`src/rtl/pipe_ctrl_pkg.sv`:
```
// Shared types and constants for the pipeline stall/flush controller.
// Imported by pipe_hazard_ctrl and hazard_detect.
package pipe_ctrl_pkg;

    localparam int REG_IDX_W = 4;
    localparam logic [REG_IDX_W-1:0] PC_IDX = 4'd15;

    typedef enum logic {
        RUN  = 1'b0,
        WAIT = 1'b1
    } state_t;

    typedef struct packed {
        logic freeze_front;
        logic flush_if_id;
        logic flush_id_ex;
        logic freeze_back;
    } ctrl_t;

    localparam ctrl_t CTRL_IDLE = '0;

    // A source operand only hazards when the instruction actually reads it.
    function automatic logic idx_match(input logic used,
                                       input logic [REG_IDX_W-1:0] src,
                                       input logic [REG_IDX_W-1:0] dest);
        return used & (src == dest);
    endfunction

endpackage

```
`src/rtl/pipe_hazard_ctrl_hazard_detect.sv`:
```
// Combinational RAW hazard detection between the ID instruction and EXE/MEM destinations.
// With PIPE_HAZARD_FWD_EN defined, forwarding covers ALU results, so only load-use stalls.
module hazard_detect
    import pipe_ctrl_pkg::*;
(
    input  logic [REG_IDX_W-1:0] src1,
    input  logic                 src1_used,
    input  logic [REG_IDX_W-1:0] src2,
    input  logic                 two_src,
    input  logic [REG_IDX_W-1:0] exe_dest,
    input  logic                 exe_wb_en,
    input  logic                 exe_mem_r_en,
    input  logic [REG_IDX_W-1:0] mem_dest,
    input  logic                 mem_wb_en,
    output logic                 raw
);

    logic exe_hit;

    assign exe_hit = idx_match(src1_used, src1, exe_dest) |
                     idx_match(two_src, src2, exe_dest);

`ifdef PIPE_HAZARD_FWD_EN
    logic unused_mem_fields;

    assign unused_mem_fields = ^{mem_dest, mem_wb_en};
    assign raw = exe_mem_r_en & exe_wb_en & exe_hit;
`else
    logic mem_hit;
    logic unused_load_flag;

    assign unused_load_flag = exe_mem_r_en;
    assign mem_hit = idx_match(src1_used, src1, mem_dest) |
                     idx_match(two_src, src2, mem_dest);
    assign raw = (exe_wb_en & exe_hit) | (mem_wb_en & mem_hit);
`endif

endmodule

```
`src/rtl/pipe_hazard_ctrl.sv`:
```
// Central stall/flush controller for the 5-stage pipeline, with memory-wait watchdog and stall counter.
// Optional macro PIPE_HAZARD_FWD_EN selects the load-use-only hazard check in hazard_detect.
//
// state | meaning
// RUN   | no outstanding data-memory wait
// WAIT  | MEM stage stalled on data memory; wait_cnt counts cycles up to MAX_WAIT
module pipe_hazard_ctrl
    import pipe_ctrl_pkg::*;
#(
    parameter int MAX_WAIT    = 15,
    parameter int STALL_CNT_W = 16
) (
    input  logic                   clk,
    input  logic                   reset,
    input  logic [REG_IDX_W-1:0]   src1,
    input  logic                   src1_used,
    input  logic [REG_IDX_W-1:0]   src2,
    input  logic                   two_src,
    input  logic [REG_IDX_W-1:0]   exe_dest,
    input  logic                   exe_wb_en,
    input  logic                   exe_mem_r_en,
    input  logic [REG_IDX_W-1:0]   mem_dest,
    input  logic                   mem_wb_en,
    input  logic                   mem_req,
    input  logic                   sram_ready,
    input  logic                   branch_taken,
    output logic                   freeze_front,
    output logic                   flush_if_id,
    output logic                   flush_id_ex,
    output logic                   freeze_back,
    output logic                   mem_err,
    output logic [STALL_CNT_W-1:0] stall_cnt
);

    localparam int WAIT_W = 8;
    localparam logic [WAIT_W-1:0] WAIT_LIMIT = WAIT_W'(MAX_WAIT);

    state_t                 state;
    state_t                 state_nxt;
    logic [WAIT_W-1:0]      wait_cnt;
    logic [WAIT_W-1:0]      wait_cnt_nxt;
    logic                   mem_err_nxt;
    logic [STALL_CNT_W-1:0] stall_cnt_nxt;
    logic                   mem_busy;
    logic                   raw;
    ctrl_t                  ctrl;

    assign mem_busy = mem_req & ~sram_ready;

    hazard_detect u_hazard_detect (
        .src1         (src1),
        .src1_used    (src1_used),
        .src2         (src2),
        .two_src      (two_src),
        .exe_dest     (exe_dest),
        .exe_wb_en    (exe_wb_en),
        .exe_mem_r_en (exe_mem_r_en),
        .mem_dest     (mem_dest),
        .mem_wb_en    (mem_wb_en),
        .raw          (raw)
    );

    always_ff @(posedge clk or posedge reset) begin
        if (reset) begin
            state     <= RUN;
            wait_cnt  <= '0;
            mem_err   <= 1'b0;
            stall_cnt <= '0;
        end else begin
            state     <= state_nxt;
            wait_cnt  <= wait_cnt_nxt;
            mem_err   <= mem_err_nxt;
            stall_cnt <= stall_cnt_nxt;
        end
    end

    always_comb begin
        state_nxt    = state;
        wait_cnt_nxt = wait_cnt;
        case (state)
            RUN: begin
                if (mem_busy) begin
                    state_nxt    = WAIT;
                    wait_cnt_nxt = WAIT_W'(1);
                end
            end
            WAIT: begin
                if (!mem_busy) begin
                    state_nxt    = RUN;
                    wait_cnt_nxt = '0;
                end else if (wait_cnt != WAIT_LIMIT) begin
                    wait_cnt_nxt = wait_cnt + WAIT_W'(1);
                end
            end
            default: begin
                state_nxt    = RUN;
                wait_cnt_nxt = '0;
            end
        endcase

        // Sticky: only the cycle that lands on the limit needs to set it.
        mem_err_nxt = mem_err | (wait_cnt_nxt == WAIT_LIMIT);

        stall_cnt_nxt = stall_cnt;
        if (ctrl.freeze_front && (stall_cnt != {STALL_CNT_W{1'b1}})) begin
            stall_cnt_nxt = stall_cnt + STALL_CNT_W'(1);
        end
    end

    // A pending memory access outranks a branch so the redirect is not lost mid-wait.
    always_comb begin
        ctrl = CTRL_IDLE;
        if (reset) begin
            ctrl = CTRL_IDLE;
        end else if (mem_busy) begin
            ctrl.freeze_front = 1'b1;
            ctrl.freeze_back  = 1'b1;
        end else if (branch_taken) begin
            ctrl.flush_if_id  = 1'b1;
            ctrl.flush_id_ex  = 1'b1;
        end else if (raw) begin
            ctrl.freeze_front = 1'b1;
            ctrl.flush_id_ex  = 1'b1;
        end
    end

    assign freeze_front = ctrl.freeze_front;
    assign flush_if_id  = ctrl.flush_if_id;
    assign flush_id_ex  = ctrl.flush_id_ex;
    assign freeze_back  = ctrl.freeze_back;

endmodule

```
`config.mk`:
```
export PLATFORM = sky130hd
export DESIGN_NAME = pipe_hazard_ctrl
export DESIGN_NICKNAME = d
export VERILOG_FILES = /design/src/rtl/pipe_ctrl_pkg.sv /design/src/rtl/pipe_hazard_ctrl_hazard_detect.sv /design/src/rtl/pipe_hazard_ctrl.sv
export SDC_FILE = /design/constraint.sdc
export NUM_CORES = 1
export LEC_CHECK = 0
export ABC_AREA = 1
export BUFFER_PORTS_ARGS = -buffer_cell sky130_fd_sc_hd__buf_2
export CAP_MARGIN = 5
export CORE_UTILIZATION = 53
export CTS_CLUSTER_DIAMETER = 40
export DETAILED_ROUTE_END_ITERATION = 8
export PLACE_DENSITY_LB_ADDON = 0.12
export SLEW_MARGIN = 20
export SYNTH_ARGS = -nofsm -noshare
export SYNTH_HDL_FRONTEND = slang
export SYNTH_HIERARCHICAL = 1
export SYNTH_SLANG_ARGS = --single-unit
```
`constraint.sdc`:
```
create_clock -name clk -period 1.8 [get_ports clk]
set_input_delay 0.09 -clock clk [delete_from_list [all_inputs] [get_ports clk]]
set_output_delay 0.09 -clock clk [all_outputs]
set_load 0.1 [all_outputs]
```
==> flow_metrics.tcl <==
set metrics [dict create \
    finalCritPeriodShare 0.935 \
    worstPathRequired_ps 2060 \
    die_w_microns 60.8 \
    antenna_left 0 \
    final_layout_size_suffix_gt1_frac 0.314 \
    max_slew_margin 0.673 \
    synth_fp_nets 304 \
    die_area_sq_um 3690 \
    p_leak_nw 1.20 \
    synth_area_per_cell_sq_um 6.63 \
    via_per_inst 4.81 \
    track_usage 0.240 \
    setup_violations 0 \
    crit_family "simple AND/OR/NAND/NOR gates" \
    clock_sinks 26 \
    final_hold_viol_count 0 \
    grt_pass1_vias 1587 \
    yosysUniqueCellTypes 23 \
    dp_hpwl_microns 3200 \
    initial_core_util 0.581 \
    fin_tns_setup_ps 0 \
    rsz0062_at_grt "false" \
    drc 0 \
    yosysWarnings 6 \
    wl_microns 3910 \
    synth_area_sq_um 1830 \
    critPathArrivalTime_ps 1950 \
    max_freq_mhz 594 \
    ys_seq_area_frac 0.355 \
    fin_crit_ps 1680 \
    status "completed" \
    regArea_sq_um 669 \
    cp_slowest_stage_delay_ps 530 \
    clock_latency_ps 330 \
    die_h_microns 60.8 \
    numCtsBuffers 3 \
    fp-row-count 20 \
    syn_inst 276 \
    gp_congestion 0.847 \
    grt-ovfl-total 0 \
    multi_input_area_sq_um 1070 \
    crit_chain "ha_1 > nand3_1 > inv_1 > nand4_1 > nand2_4 > nor3_1 > xor2_1" \
    detail_route.iter0.violations 115 \
    fillers 296 \
    cts_tree "built" \
    worst_pin_slew_ps 494 \
    hp-class "primary input to flop" \
    ir_drop_mv 0.494 \
    end_kind "flop" \
    core_sq_um 3150 \
    clockBufferDepth 2 \
    path_class "flop to flop" \
    post_drt_wl_per_cell_microns 10.5 \
    clkTransAtPathRegs_ps 150 \
    slew_violations 0 \
    cp_max_fo 7 \
    num_vias 1790 \
    root_buffer "clkbuf_4" \
    maxCapViolCount 0 \
    cp_num_buf_inv 1 \
    area_delta_synth_final_pct 26.5 \
    portBuffers 45 \
    cpMaxStageDelayCell "dfrtp_4" \
    startpoint_type "flop" \
    holdPathStages 3 \
    p_total_w 0.00213 \
    diodes 0 \
    grt_pass1_wl_microns 6660 \
    finClkSkew_ps 15.9 \
    synth-seq-cells 26 \
    htreeDepth 1 \
    grt_max_degree 27 \
    power_density_nw_per_um2 921 \
    firstDrtPassIters 4 \
    worst-path-stages 7 \
    reg2regPathDepth 7 \
    grt_antenna_before_repair 0 \
    final_net_count 357 \
    io_pins 47 \
]
final cells by class:
cell class,instances,area share
clock buffer,3,0.00973
clock inverter,1,0.0130
inverter,39,0.0795
multi-input combinational,210,0.461
sequential,26,0.289
tap,44,0.0238
timing repair buffer,49,0.124
cell usage after synthesis, drive strengths merged:
cell type,n,share of area
a21oi,5,0.016
o21ai,8,0.022
xor2,10,0.048
nor3,7,0.027
nand3,15,0.044
buf,1,0.0062
nand2,105,0.22
nor4,1,0.0034
nor2,41,0.095
ha,2,0.014
dfrtp,26,0.36
xnor2,11,0.053
nand4,4,0.014
a21boi,1,0.0041
inv,39,0.080
cells in the final DEF (no fill, tap or decap), types with 3 or more instances in the layout:
master and n:
nand2_1 98, buf_2 43, nor2_1 34, inv_1 23, nand3_1 14, dfrtp_1 13
dfrtp_2 12, xnor2_1 11, xor2_1 10, inv_2 7, nand2_2 6, nor2_2 5
o21ai_0 5, inv_4 5, nand4_1 4, nor3_2 4, a21oi_1 4, nor3_1 3
o21ai_1 3, clkbuf_4 3, buf_4 3
repair_timing:
| action | in CTS | in global routing |
|---|---|---|
| resized for setup | 0 | 5 |
| setup buffers | 0 | 0 |
| setup endpoints to repair | 0 | 3 |
| hold buffers | 1 | 0 |
| endpoints found under the hold margin | 26 | 0 |
final timing paths:
check | startpoint | end | slack (ps)
max | stall_cnt[0]$_DFFE_PP0P_ | stall_cnt[9]$_DFFE_PP0P_ | 120
min | mem_req | state$_DFF_PP0_ | 180
max reg2reg | stall_cnt[0]$_DFFE_PP0P_ | stall_cnt[9]$_DFFE_PP0P_ | 120
min reg2reg | mem_err$_DFF_PP0_ | mem_err$_DFF_PP0_ | 480
max in group asynchronous | reset | stall_cnt[6]$_DFFE_PP0P_ | 1110
min in group asynchronous | reset | stall_cnt[8]$_DFFE_PP0P_ | 410
state kept, by name (all words and copies together) (netlist names):
signal / cells
wait_cnt: 8
state: 1
mem_err: 1
stall_cnt: 16
worst min-delay path, delay by kind of cell:
family | cells | cell delay [ps]
AND/OR/NAND/NOR | 1 | 140
buffers and inverters | 2 | 220
cell families (layout without fill, tap and decap cells):
family                     after synthesis  after routing  synth area share
DFF                                     26             26             0.355
adders and majority gates                2              2            0.0137
AOI/OAI and AO/OA                       14             14            0.0417
buffers and inverters                   40             92            0.0861
and+or+nand+nor                        173            173             0.403
xor gates and xnor gates                21             21             0.100
where the power goes:
part / internal (W) / switching (W)
clock: 0.000225 / 0.000177
combinational: 0.000201 / 0.000770
sequential: 0.000674 / 0.0000849
total: 0.00110 / 0.00103
routing by layer:
metal  track usage  vias up  share of wire
met4        0.0682        0         0.0069
met3        0.0490        2          0.059
met5             0        -              0
met2         0.407       56           0.47
met1         0.311      780           0.46
li1              -      952              -
through the flow:
| stage | utilization | hold WS, ps | worst slack, ps | std cells | cell area, sq um |
|---|---|---|---|---|---|
| final | 0.734 | 176 | 117 | 372 | 2310 |
| after global placement | 0.708 | 230 | 136 | 367 | 2230 |
| after CTS | 0.728 | 163 | 95.4 | 372 | 2300 |
| after floorplan | - | 129 | -68.4 | 276 | 1910 |
| after global routing | 0.734 | 189 | 16.3 | 372 | 2310 |
| after detailed placement | 0.708 | 241 | 94.6 | 367 | 2230 |
Power figures use the tool's default switching activity.
